[src/rtl/ft232h_sample_framer.sv]
// ft232h_sample_framer
// Buffers fixed-width samples in a small FIFO and serialises each group of
// SAMPLES_PER_PACKET samples into a framed byte stream for the FT232H driver:
//   A5 | seq | len | payload (little-endian per sample) | xor(seq,len,payload)
// A frame is only started once a whole packet is buffered, so the payload
// never underruns and bytes go out back-to-back while the sink is ready.
module ft232h_sample_framer #(
    parameter int SAMPLE_WIDTH       = 16,
    parameter int SAMPLES_PER_PACKET = 4,
    parameter int FIFO_DEPTH         = 16
) (
    input  logic                    clk,
    input  logic                    reset,
    input  logic [SAMPLE_WIDTH-1:0] sample_in,
    input  logic                    sample_valid_in,
    output logic                    sample_ready_out,
    output logic [7:0]              byte_out,
    output logic                    byte_valid_out,
    input  logic                    byte_ready_in,
    output logic [15:0]             frame_count_out
);

    localparam int BPS = SAMPLE_WIDTH / 8;
    localparam int AW  = (FIFO_DEPTH > 1) ? $clog2(FIFO_DEPTH) : 1;
    localparam int CW  = AW + 1;
    localparam int BIW = (BPS > 1) ? $clog2(BPS) : 1;

    localparam logic [7:0]     SYNC_BYTE = 8'hA5;
    localparam logic [7:0]     LEN_BYTE  = 8'(SAMPLES_PER_PACKET);
    localparam logic [7:0]     LAST_SAMP = 8'(SAMPLES_PER_PACKET - 1);
    localparam logic [BIW-1:0] LAST_BYTE = BIW'(BPS - 1);
    localparam logic [CW-1:0]  DEPTH_C   = CW'(FIFO_DEPTH);
    localparam logic [CW-1:0]  SPP_C     = CW'(SAMPLES_PER_PACKET);

    typedef enum logic [2:0] {
        S_IDLE, S_SYNC, S_SEQ, S_LEN, S_PAYLOAD, S_CSUM
    } state_t;

    // sample FIFO
    logic [SAMPLE_WIDTH-1:0] r_mem [FIFO_DEPTH];
    logic [AW-1:0]           r_wr_ptr;
    logic [AW-1:0]           r_rd_ptr;
    logic [CW-1:0]           r_count;
    logic                    r_ready;

    // framer
    state_t                  r_state;
    logic [7:0]              r_byte;
    logic                    r_valid;
    logic [7:0]              r_seq;
    logic [7:0]              r_csum;
    logic [7:0]              r_samp_idx;
    logic [BIW-1:0]          r_byte_idx;
    logic [15:0]             r_frames;

    logic                    w_push;
    logic                    w_pop;
    logic                    w_xfer;
    logic                    w_last_byte;
    logic [BIW-1:0]          w_nidx;
    logic [CW-1:0]           w_next_count;
    logic [BPS-1:0][7:0]     w_head_bytes;

    assign w_push       = sample_valid_in && r_ready;
    assign w_xfer       = r_valid && byte_ready_in;
    assign w_last_byte  = (r_byte_idx == LAST_BYTE);
    assign w_pop        = (r_state == S_PAYLOAD) && w_xfer && w_last_byte;
    assign w_nidx       = r_byte_idx + BIW'(1);
    assign w_head_bytes = r_mem[r_rd_ptr];

    // occupancy after this edge; push and pop together leave it unchanged
    always_comb begin
        w_next_count = r_count;
        if (w_push && !w_pop)
            w_next_count = r_count + CW'(1);
        else if (w_pop && !w_push)
            w_next_count = r_count - CW'(1);
    end

    // sample storage (no reset needed: pointers define what is valid)
    always_ff @(posedge clk) begin
        if (w_push)
            r_mem[r_wr_ptr] <= sample_in;
    end

    // FIFO pointers, occupancy and registered ready (low during reset)
    always_ff @(posedge clk or negedge reset) begin
        if (!reset) begin
            r_wr_ptr <= '0;
            r_rd_ptr <= '0;
            r_count  <= '0;
            r_ready  <= 1'b0;
        end else begin
            if (w_push) r_wr_ptr <= r_wr_ptr + AW'(1);
            if (w_pop)  r_rd_ptr <= r_rd_ptr + AW'(1);
            r_count <= w_next_count;
            r_ready <= (w_next_count != DEPTH_C);
        end
    end

    // frame FSM; checksum folds in each byte as it is loaded into r_byte
    always_ff @(posedge clk or negedge reset) begin
        if (!reset) begin
            r_state    <= S_IDLE;
            r_byte     <= 8'h00;
            r_valid    <= 1'b0;
            r_seq      <= 8'h00;
            r_csum     <= 8'h00;
            r_samp_idx <= 8'h00;
            r_byte_idx <= '0;
            r_frames   <= 16'h0000;
        end else begin
            case (r_state)
                S_IDLE: begin
                    if (r_count >= SPP_C) begin
                        r_state <= S_SYNC;
                        r_byte  <= SYNC_BYTE;
                        r_valid <= 1'b1;
                        r_csum  <= 8'h00;
                    end
                end
                S_SYNC: begin
                    if (w_xfer) begin
                        r_state <= S_SEQ;
                        r_byte  <= r_seq;
                        r_csum  <= r_seq;
                    end
                end
                S_SEQ: begin
                    if (w_xfer) begin
                        r_state <= S_LEN;
                        r_byte  <= LEN_BYTE;
                        r_csum  <= r_csum ^ LEN_BYTE;
                    end
                end
                S_LEN: begin
                    if (w_xfer) begin
                        r_state    <= S_PAYLOAD;
                        r_byte     <= w_head_bytes[0];
                        r_csum     <= r_csum ^ w_head_bytes[0];
                        r_samp_idx <= 8'h00;
                        r_byte_idx <= '0;
                    end
                end
                S_PAYLOAD: begin
                    if (w_xfer) begin
                        if (!w_last_byte) begin
                            r_byte_idx <= w_nidx;
                            r_byte     <= w_head_bytes[w_nidx];
                            r_csum     <= r_csum ^ w_head_bytes[w_nidx];
                        end else if (r_samp_idx == LAST_SAMP) begin
                            r_state <= S_CSUM;
                            r_byte  <= r_csum;
                        end else begin
                            // head is popped this edge, so look one slot ahead
                            r_samp_idx <= r_samp_idx + 8'h01;
                            r_byte_idx <= '0;
                            r_byte     <= r_mem[r_rd_ptr + AW'(1)][7:0];
                            r_csum     <= r_csum ^ r_mem[r_rd_ptr + AW'(1)][7:0];
                        end
                    end
                end
                S_CSUM: begin
                    if (w_xfer) begin
                        r_state  <= S_IDLE;
                        r_valid  <= 1'b0;
                        r_seq    <= r_seq + 8'h01;
                        r_frames <= r_frames + 16'h0001;
                    end
                end
                default: r_state <= S_IDLE;
            endcase
        end
    end

    assign sample_ready_out = r_ready;
    assign byte_out         = r_byte;
    assign byte_valid_out   = r_valid;
    assign frame_count_out  = r_frames;

endmodule
[config.mk]
export PLATFORM = sky130hd
export DESIGN_NAME = ft232h_sample_framer
export DESIGN_NICKNAME = d
export VERILOG_FILES = /design/src/rtl/ft232h_sample_framer.sv
export SDC_FILE = /design/constraint.sdc
export NUM_CORES = 1
export LEC_CHECK = 0
export CAP_MARGIN = 25
export CORE_MARGIN = 8
export CORE_UTILIZATION = 41
export DETAILED_ROUTE_END_ITERATION = 12
export GPL_TIMING_DRIVEN = 0
export PLACE_DENSITY = 0.64
export RECOVER_POWER = 100
export SLEW_MARGIN = 0
export SYNTH_ARGS = -nofsm -noshare
export SYNTH_HDL_FRONTEND = slang
export SYNTH_SLANG_ARGS = --single-unit
[constraint.sdc]
create_clock -name clk -period 4.6 [get_ports clk]
set_clock_uncertainty 0.2 [all_clocks]
set_input_delay 0.69 -clock clk [delete_from_list [all_inputs] [get_ports clk]]
set_output_delay 0.69 -clock clk [all_outputs]
set_load 0.01 [all_outputs]
==> results.rst, run 1 <==
.. list-table::
   :header-rows: 1

   * - Metric
     - Value
   * - Result of the run
     - finished with violations
   * - Violated checks
     - capacitance limit, slew limit
   * - Worst reg2reg setup slack
     - 0.64 ns
   * - Slowest stage delay, CP
     - 0.58 ns
   * - Share of the yosys chip area belonging to registers
     - 64.09%
   * - VDD IR-drop max
     - 296.5 uV
   * - Critical-path top delay cell
     - mux4_2
   * - Die outline area
     - 41,930 um2
   * - Count of clock tree sinks
     - 323
   * - Total number of nets in the final design
     - 1,034
   * - Number of global-route vias before repair
     - 8,920
   * - Hold Path Origin
     - frame_count_out[15]
   * - Register bit total from synthesis
     - 323
   * - Total Routed Length
     - 37,350 um
   * - Final weighted congestion of routability-driven global placement
     - 0.8669
   * - Final count of pins violating max slew
     - 68
   * - Number of top-level pins
     - 46
   * - Post-CTS setup buffer count
     - 0
   * - Relative slew margins
     - -15.31%
   * - Per-instance average area after synthesis
     - 16.13 um2
   * - Critical path required time
     - 4.76 ns
   * - Share of flip-flops with an asynchronous set or reset
     - 20.74%
   * - Most common cell in the synthesized netlist
     - edfxtp_1
   * - Number of design rule violations left after detail routing
     - 0
   * - Placed Instances
     - 1,428
   * - End point of the worst hold path
     - frame_count_out[15]
   * - Wire length of the first global-routing pass
     - 55,810 um
   * - Synth area leaders
     - edfxtp_1 (53%), mux4_2 (14%), dfrtp_1 (11%)
   * - Area growth from synthesis to final layout
     - 15.21%
   * - Area of the mapped netlist
     - 14,610 um2
   * - Antenna diode count
     - 0
   * - Post-synthesis instance total
     - 906
   * - Post-synth top area share
     - 52.62%
   * - Number of buffers added on ports
     - 45
   * - Worst r2r src
     - r_rd_ptr[0]
   * - RSZ-0062 raised after global routing
     - false
   * - Setup violation total in the final timing report
     - 0
   * - Number of different library cells in the post-synthesis netlist
     - 64
   * - Clock transition at the registers of the reported paths
     - 0.06 ns
   * - Cts bufs inserted
     - 34
   * - H-tree lvl count
     - 2
   * - Setup crit start
     - r_rd_ptr[0]
   * - Count of non-filler cells in the finished layout
     - 1,486
   * - Power per standard cell area
     - 558.9 nW/um2
   * - Predominant post-synthesis flop cell
     - edfxtp_1
   * - Core area
     - 35,310 um2
   * - Total of cells resized after clock tree synthesis
     - 0
   * - Floorplan die width
     - 204.8 um
   * - Setup TNS
     - 0 ns
   * - Floorplan row count
     - 69
   * - DR pass1 iterations
     - 5
   * - Shortest clock period the worst path allows after layout
     - 3.959 ns
   * - Count of endpoints failing hold in the final timing report
     - 0
   * - Clock tree from TritonCTS
     - built
   * - Number of DRC markers in iteration 0
     - 793
   * - Number of enable flip-flop cells after synthesis
     - 256
   * - Largest buffer count on any clock path
     - 3
   * - Series of cell instances along the critical path
     - ha_1 -> clkbuf_1 -> buf_2 -> buf_2 -> mux4_2 -> a221oi_1 -> a21oi_1 -> xnor2_1 -> o221ai_1
   * - Worst-case reg-to-reg path depth
     - 9
   * - Post-synthesis cell type with the largest combined area
     - edfxtp_1
   * - F_max
     - 0.2526 GHz
   * - Hpwl dp
     - 25,930 um
   * - Leakage
     - 5.666 nW
   * - Worst-skew pair later-pin latency
     - 0.52 ns
   * - Cells on Worst Hold Path
     - 1
   * - Crit Path Class
     - flop to flop
   * - Detailed-route vias per instance
     - 5.908
   * - GRT overflow
     - 0
   * - Vias post-DR
     - 8,779
   * - Per-cell routed wire length
     - 25.13 um
   * - Die Span Y
     - 204.8 um
   * - Most repeated library cell on the critical path
     - buf_2
   * - Antenna violations before repair
     - 0
   * - Layout cell share with drive strength beyond 1
     - 16.88%
   * - Path type of the worst min-delay path
     - flop to flop
   * - Initial standard-cell utilization of the core
     - 41.38%
   * - Syn Nets
     - 937
   * - Top fanout value on the critical path
     - 10
   * - Portion of the clock cycle consumed by the worst path in the final layout
     - 86.07%
   * - Count of warnings emitted by yosys
     - 0
   * - Detail Route Antenna Nets
     - 0
   * - Clock tree root buffer cell
     - clkbuf_16
   * - Reg2Reg Capture Point
     - r_csum[7]
   * - Number of buffers added to fix hold violations after cts
     - 0
   * - Type of element capturing the critical path
     - flop
   * - Total routing usage reported by global routing
     - 17.70%
   * - Pin count of the biggest net entering global routing
     - 68
   * - Most frequent cells after synthesis
     - edfxtp_1 (256), mux4_2 (92), dfrtp_1 (67)
   * - Max capacitance violation total
     - 1
   * - Setup crit start kind
     - flop
   * - Arrival time at the worst endpoint
     - 4.12 ns
   * - Transition time at the pin with the least slew margin
     - 1.730 ns
placed cells by master (no fill, tap or decap), types with 6 or more instances in the layout:
cell           count
nand2_1           58
ha_1              11
nand4_1            9
nand3_1           18
nor2_1            44
edfxtp_1         256
xnor2_1           34
nor3_1            12
a21oi_1           25
clkbuf_1          45
and3_1             8
a221oi_1          11
mux2i_1           21
a22oi_1           16
dlygate4sd3_1     44
clkbuf_16         35
inv_1             27
xor2_1            14
o22ai_1           18
a31oi_1            7
o21ai_0           19
nor4_1             6
dfrtp_1           67
and2_0            14
mux4_2            92
buf_2             10
nor2b_1            7
sequential cells by signal (all words and copies together), names as in the netlist:
register	count
byte_out	8
byte_valid_out	1
frame_count_out	16
r_byte_idx	1
r_count	5
r_csum	8
r_mem	256
r_rd_ptr	4
r_samp_idx	8
r_seq	8
r_state	3
r_wr_ptr	4
sample_ready_out	1
where the power goes:
part / switching [mW] / internal (mW) / leakage [nW] / total [mW]
logic: 1.57 / 1.22 / 1.94 / 2.79
registers: 0.244 / 3.55 / 3.17 / 3.80
clock network: 1.12 / 1.70 / 0.560 / 2.82
total: 2.93 / 6.48 / 5.67 / 9.41
worst max path at each step:
| stage | cells past startpoint | endpoint | slack, ns |
|---|---|---|---|
| floorplan | 8 | byte_out[6] | 1.47 |
| global placement | 1 | r_count[0] | 0.19 |
| detailed placement | 9 | r_csum[7] | 0.85 |
| CTS | 9 | r_csum[7] | 0.83 |
| global route | 8 | byte_out[6] | 0.34 |
| finish | 9 | r_csum[7] | 0.64 |
cells by family (layout without fill, tap and decap cells):
group	after synthesis	count (layout)	synth area share, %
AOI/OAI and AO/OA	134	134	6.432
xor gates and xnor gates	48	48	2.877
adders and majority gates	11	11	0.9420
buffers and inverters	75	194	2.321
DFF	323	323	64.09
muxes	122	122	16.83
and+or+nand+nor	193	193	6.509
routing by layer:
layer,share of wire [%],track usage [%]
met1,42,23.30
met2,48,29.12
met3,7.0,3.526
met4,3.1,5.837
met5,0,0
stage by stage:
step                util, %  power (mW)  setup slack, ns  instance area, um2  hold WS [ns]
floorplan                 -       5.755            1.469               14610        0.1944
global placement      44.29       6.595           0.1946               15640        0.2587
detailed placement    45.46       6.771           0.8470               16050        0.2797
CTS                   48.72       9.601           0.8270               17200        0.1306
global route          47.67       9.829           0.3431               16830        0.3069
finish                47.67       9.408           0.6410               16830        0.2725
critical path: cells and delay by family (launching register included):
| family | cells | cell delay, ns |
|---|---|---|
| AOI/OAI and AO/OA | 3 | 0.84 |
| DFF | 1 | 0.48 |
| muxes | 1 | 0.58 |
| xor gates and xnor gates | 1 | 0.16 |
| adders and majority gates | 1 | 0.32 |
| buffers and inverters | 3 | 1.22 |
final cells by class:
cell class	count	area, um2
Timing Repair Buffer	61	505.5
Fill cell	2991	18480
Sequential cell	323	9364
Clock buffer	45	963.4
Clock inverter	13	190.2
Buffer	46	226.5
Inverter	29	108.9
Multi-Input combinational cell	508	4897
Tap cell	461	576.8
Power figures use the tool's default switching activity.
==> inputs of run 2 (changes only) <==
SETUP_SLACK_MARGIN = 0.5   (was not set)
==> results of run 2 <==
No change in the layout: final DEF, timing and power equal those of run 1.
==> inputs of run 3 (changes only) <==
PLACE_DENSITY = not set   (was 0.64)
==> run 3 against run 2 <==
Against the previous run:
- the run still ends with capacitance limit, slew limit left
- highest routed layer unchanged
- final area decreased by 0.34%
- sequential share of layout area increased by 0.19 points
- largest power group unchanged
- clock power decreased by 6%
- wire length decreased by 1.9%
- utilization decreased by 0.16 points
- largest cell class unchanged
- critical path type unchanged
- critical endpoint is now r_csum[1]
==> results.rst, run 3 (synthesized netlist as in run 1, its figures left out) <==
.. list-table::
   :header-rows: 1

   * - Metric
     - Value
   * - Result of the run
     - finished with violations
   * - Violated checks
     - capacitance limit, slew limit
   * - Leakage
     - 5.644 nW (-0.39%)
   * - Final design utilization
     - 47.51% (-0.16 points)
   * - Number of buffers added to fix hold violations after cts
     - 1 (+1)
   * - Total Routed Length
     - 36,660 um (-1.9%)
   * - Crit Path Class
     - flop to flop
   * - Overall Power
     - 9.210 mW (-2.1%)
   * - Antenna diode count
     - 0 (unchanged)
   * - Flip-flop count of the largest register, all copies and words added
     - 256 (unchanged)
   * - Slowest stage delay, CP
     - 0.80 ns (+0.22 ns)
   * - Series of cell instances along the critical path
     - clkbuf_1 -> clkbuf_1 -> nor2b_1 -> a22oi_1 -> a21oi_1 -> a221oi_1 -> xor2_1 -> o221ai_1
   * - Count of endpoints failing hold in the final timing report
     - 0 (unchanged)
   * - Number of buffers and inverters on the critical path
     - 2 (-1)
   * - GRT overflow
     - 0 (unchanged)
   * - Placed Instances
     - 1,429 (+0.070%)
   * - FILL cells
     - 2,998 (+0.23%)
   * - Leading cell type in the layout, fill and taps excluded
     - edfxtp_1
   * - Detail Route Antenna Nets
     - 0 (unchanged)
   * - Setup violation total in the final timing report
     - 0 (unchanged)
   * - Biggest register
     - r_mem
   * - DR pass1 iterations
     - 5 (unchanged)
   * - Type of element capturing the critical path
     - flop
   * - Vias post-DR
     - 8,685 (-1.1%)
   * - Power per standard cell area
     - 549.0 nW/um2 (-1.8%)
   * - Cts bufs inserted
     - 35 (+2.9%)
   * - Clock tree root buffer cell
     - clkbuf_16
   * - Total of cells resized after clock tree synthesis
     - 0 (unchanged)
   * - Area taken by multi-input logic gates
     - 4891 um2 (-0.13%)
   * - Sequential cell area
     - 9364 um2 (unchanged)
   * - Antenna violations before repair
     - 0 (unchanged)
   * - Portion of the clock cycle consumed by the worst path in the final layout
     - 84.93% (-1.1 points)
   * - Worst-skew pair later-pin latency
     - 0.53 ns (about the same)
   * - Clock tree from TritonCTS
     - built
   * - Post-CTS setup buffer count
     - 0 (unchanged)
   * - Critical-path top delay cell
     - clkbuf_1
   * - Number of global-route vias before repair
     - 8,770 (-1.7%)
   * - Setup crit start kind
     - flop
   * - Critical path required time
     - 4.82 ns (+0.06 ns)
   * - H-tree lvl count
     - 2 (unchanged)
   * - Number of design rule violations left after detail routing
     - 0 (unchanged)
   * - Max capacitance violation total
     - 1 (unchanged)
   * - Shortest clock period the worst path allows after layout
     - 3.907 ns (-0.05218 ns)
   * - Setup TNS
     - 0 ns (unchanged)
   * - Clock transition at the registers of the reported paths
     - 0.06 ns (about the same)
   * - Transition time at the pin with the least slew margin
     - 1.727 ns (-0.002358 ns)
   * - Count of non-filler cells in the finished layout
     - 1,494 (+0.54%)
   * - Die outline area
     - 41,930 um2 (unchanged)
   * - VDD IR-drop max
     - 358.6 uV (+21%)
   * - Detailed-route vias per instance
     - 5.813 (-1.6%)
   * - Floorplan die width
     - 204.8 um (unchanged)
   * - Final weighted congestion of routability-driven global placement
     - 0.8458 (-2.4%)
   * - Path type of the worst min-delay path
     - flop to flop
   * - Final count of pins violating max slew
     - 68 (unchanged)
   * - Core area
     - 35,310 um2 (unchanged)
   * - Area growth from synthesis to final layout
     - 14.82%
   * - Total number of nets in the final design
     - 1,037 (+0.29%)
   * - Total routing usage reported by global routing
     - 17.62% (-0.078 points)
   * - Per-cell routed wire length
     - 24.54 um (-2.4%)
   * - Floorplan row count
     - 69 (unchanged)
   * - Critical path's top delay family
     - buffers and inverters
   * - Pin count of the biggest net entering global routing
     - 68 (unchanged)
   * - Number of buffers added on ports
     - 45 (unchanged)
   * - Count of clock tree sinks
     - 323 (unchanged)
   * - Initial standard-cell utilization of the core
     - 41.38% (unchanged)
   * - Die Span Y
     - 204.8 um (unchanged)
   * - Hpwl dp
     - 25,540 um (-1.5%)
   * - Top fanout value on the critical path
     - 10 (unchanged)
   * - Number of top-level pins
     - 46 (unchanged)
   * - F_max
     - 0.2560 GHz (+1.3%)
   * - Wire length of the first global-routing pass
     - 55,330 um (-0.85%)
   * - Leading cell types in the layout, fill and taps excluded
     - edfxtp_1 (256), mux4_2 (92), dfrtp_1 (67)
   * - Largest buffer count on any clock path
     - 3 (unchanged)
   * - Number of DRC markers in iteration 0
     - 647 (-18%)
   * - Most repeated library cell on the critical path
     - clkbuf_1
   * - Relative slew margins
     - -15.15% (+0.16 points)
   * - Layout cell share with drive strength beyond 1
     - 16.75% (-0.13 points)
   * - RSZ-0062 raised after global routing
     - false
   * - Arrival time at the worst endpoint
     - 4.13 ns (about the same)
-- run 3: cell count changes in the layout (fill, tap and decap cells not counted), moves of 2 or more --
cell / previous run / this run
clkinv_1: 5 / 8
clkbuf_1: 45 / 48
clkinv_2: 2 / 4
bufinv_16: 4 / 0
-- run 3: cell type report --
type | count | share of cell area (%)
Sequential cell | 323 | 55.82
Inverter | 29 | 0.6489
Clock buffer | 48 | 5.878
Clock inverter | 16 | 0.5892
Multi-Input combinational cell | 508 | 29.16
Tap cell | 461 | 3.439
Buffer | 46 | 1.350
Timing Repair Buffer | 63 | 3.118
-- run 3: worst paths after layout --
path | start | to | slack (ns) | cells after the start
max | r_rd_ptr[2] | r_csum[1] | 0.69 | 8
min | frame_count_out[15] | frame_count_out[15] | 0.28 | 1
max reg2reg | r_rd_ptr[2] | r_csum[1] | 0.69 | 8
min reg2reg | frame_count_out[15] | frame_count_out[15] | 0.28 | 1
max in group asynchronous | reset | r_wr_ptr[0] | 2.10 | 3
min in group asynchronous | reset | r_samp_idx[5] | 1.06 | 3
-- run 3: report_power, final --
group	switching (mW)	internal (mW)
logic	1.55	1.22
clock network	1.14	1.51
registers	0.237	3.55
-- run 3: metal layers --
layer	wire [um]	vias to the layer above	track usage (%)
met3	2328	68	2.657
met5	0	-	0
li1	-	3829	-
met1	15760	4482	23.87
met4	953	0	5.143
met2	17620	306	29.15
-- run 3: stage by stage --
stage	hold WS [ns]	setup WS, ns	area, um2
4_1_cts	0.2900	0.8533	17110
6_report	0.2760	0.6932	16770
3_3_place_gp	0.2584	0.1629	15640
3_5_place_dp	0.2768	0.8447	16020
2_1_floorplan	0.1944	1.469	14610
5_1_grt	0.2975	0.4293	16770
==> RTL change, RTL diff (flow settings as in run 3) <==
The 6 states of `state_t` get a one-hot encoding in 6 bits.
--- a/src/rtl/ft232h_sample_framer.sv
+++ b/src/rtl/ft232h_sample_framer.sv
@@ -32,8 +32,8 @@
     localparam logic [CW-1:0]  DEPTH_C   = CW'(FIFO_DEPTH);
     localparam logic [CW-1:0]  SPP_C     = CW'(SAMPLES_PER_PACKET);
 
-    typedef enum logic [2:0] {
-        S_IDLE, S_SYNC, S_SEQ, S_LEN, S_PAYLOAD, S_CSUM
+    typedef enum logic [5:0] {
+        S_IDLE = 6'b000001, S_SYNC = 6'b000010, S_SEQ = 6'b000100, S_LEN = 6'b001000, S_PAYLOAD = 6'b010000, S_CSUM = 6'b100000
     } state_t;
 
     // sample FIFO
Function: no difference found for any inputs over 4 cycles, from zero or initial values and one cycle with reset low; so few cycles prove little.
==> RTL change against run 3 <==
The run still ends with capacitance limit, slew limit left. Count of clock-buffer cells in the layout shrank 7. Via count up 11%. Area after synthesis grew 3.8%. Final area increased by 4.6%. Worst setup slack improved by 0.13 ns. Non-clock buffer count rose by 18. Worst hold slack worse by 0.0093 ns. Wire length up 14%. First-iteration DRC count grew 45%. Total power rose by 4.7%. Sequential cell count up 3. Largest power group unchanged. Highest routed layer is now met5.
==> RTL change: results <==
metrics = {
    "placement": {
        "dp_hpwl_mm": 29.2,
        "gp_congestion": 0.889,
    },
    "global_routing": {
        "grt_max_degree": 66,
        "grt_pass1_wl_mm": 62.4,
        "grt_usage_pct": 19.1,
        "antenna_found_initial": 3,
        "grt_pass1_vias": 9787,
    },
    "timing": {
        "maxSlewHeadroom_pct": -14.5,
        "maxSlewViolCount": 66,
    },
    "route": {
        "avgRoutedWirePerCell_um": 25.8,
        "initialDrtViolationCount": 939,
        "num_vias": 9657,
    },
    "layout": {
        "regMostFlops": "r_mem",
        "nets": 1154,
        "drive_gt1_share_pct": 14.4,
    },
    "worst_setup_path": {
        "ff2ff_setup_slack_ns": 0.93,
        "cp_max_fo": 9,
        "arrival_ns": 3.79,
        "reg2reg_depth": 7,
        "slowest_stage": "nor3_1",
        "timing.rr.end": "r_csum[3]$_DFFE_PN0P_",
        "r2r-start": "r_state[2]$_DFFE_PN0P_",
        "slowest_delay_ns": 0.83,
    },
    "power_and_ir_drop": {
        "peakVddDrop_mv": 0.257,
        "p_sw_share_pct": 31.5,
        "p_leak_nw": 6.20,
    },
    "clock_tree": {
        "numCtsBuffers": 38,
        "cts.htree.levels": 2,
        "clk_latency_ns": 0.54,
    },
    "run_status": {
        "outcome": "finished, violations left",
        "violations": "capacitance limit, slew limit",
    },
    "yosys": {
        "netlist_top_cells_count": "edfxtp_1, mux2i_1, nand2_1, dfrtp_1, mux4_2",
        "synth_area_leaders": "edfxtp_1, dfrtp_1, mux4_2, mux2i_1, nand2_1",
        "synthArstFlopShare_pct": 21.5,
        "synth_cell_types": 75,
        "syn_nets": 1047,
        "seq_area_frac_synth_pct": 62.3,
    },
    "hold_path": {
        "hold_depth": 1,
        "min-delay-path-class": "reg -> reg",
    },
    "job": {
        "cap_viol_max_count": 1,
    },
}
-- RTL change: worst max path at each step --
stage / startpoint / to / slack, ns / cells after the start
floorplan: sample_valid_in / r_mem[3][0]$_DFFE_PP_ / 1.62 / 4
global placement: sample_valid_in / r_mem[3][5]$_DFFE_PP_ / -1.16 / 5
detailed placement: sample_valid_in / r_mem[0][5]$_DFFE_PP_ / 0.95 / 7
CTS: r_rd_ptr[1]$_DFFE_PN0P_ / r_csum[4]$_DFFE_PN0P_ / 1.30 / 9
global route: sample_valid_in / r_mem[2][5]$_DFFE_PP_ / 0.64 / 7
finish: sample_valid_in / r_mem[2][5]$_DFFE_PP_ / 0.83 / 7
-- RTL change: area by class of cell --
class                           count  area, um2
Timing Repair Buffer               67        549
Multi-Input combinational cell    616       5260
Inverter                           14       52.6
Clock buffer                       41        962
Fill cell                        3154      19000
Clock inverter                     28        335
Antenna cell                        2       5.00
Sequential cell                   326       9440
Buffer                             60        350
Tap cell                          468        586
-- RTL change: layer usage --
metal	wire (um)	track usage (%)	vias to the layer above	share of wire [%]
li1	-	-	4273	-
met1	17400	24.6	4986	42
met2	20800	32.5	313	50
met3	2530	3.50	83	6.0
met4	1140	5.80	2	2.7
met5	12	0	-	0.029
-- RTL change: kinds of logic (layout without fill, tap and decap cells) --
group | count (synthesis) | after routing | share of synthesized area [%]
and+or+nand+nor | 240 | 240 | 8.04
muxes | 151 | 151 | 15.3
adders and majority gates | 11 | 11 | 0.908
DFF | 326 | 326 | 62.3
xor gates and xnor gates | 37 | 37 | 2.31
other | 0 | 2 | 0
buffers and inverters | 74 | 210 | 2.76
AOI/OAI and AO/OA | 177 | 177 | 8.45
-- RTL change: power by group through the flow --
stage	clock (mW)	sequential, mW	combinational, mW
after floorplan	0	3.72	1.99
after global placement	0	3.76	2.82
after detailed placement	0	3.75	2.96
after CTS	3.16	3.69	2.97
after global routing	3.29	3.72	3.01
final	3.12	3.69	2.83
-- RTL change: repair_timing --
| item | 4_1_cts | 5_1_grt |
|---|---|---|
| setup buffers | 0 | 0 |
| endpoints found under the hold margin | 5 | 0 |
| hold buffers | 1 | 0 |
-- RTL change: through the flow --
stage / cells / area, um2 / hold slack (ns) / worst slack [ns]
after floorplan: 1016 / 15200 / 0.194 / 1.62
after global placement: 1529 / 16200 / 0.258 / -1.16
after detailed placement: 1550 / 16600 / 0.261 / 0.946
after CTS: 1620 / 17900 / 0.277 / 1.30
after global routing: 1620 / 17500 / 0.284 / 0.639
final: 1622 / 17500 / 0.267 / 0.826
-- RTL change: critical path: cells and delay by family --
kind	cells	cell delay [ns]
buffers and inverters	4	1.88
AND/OR/NAND/NOR	3	1.21
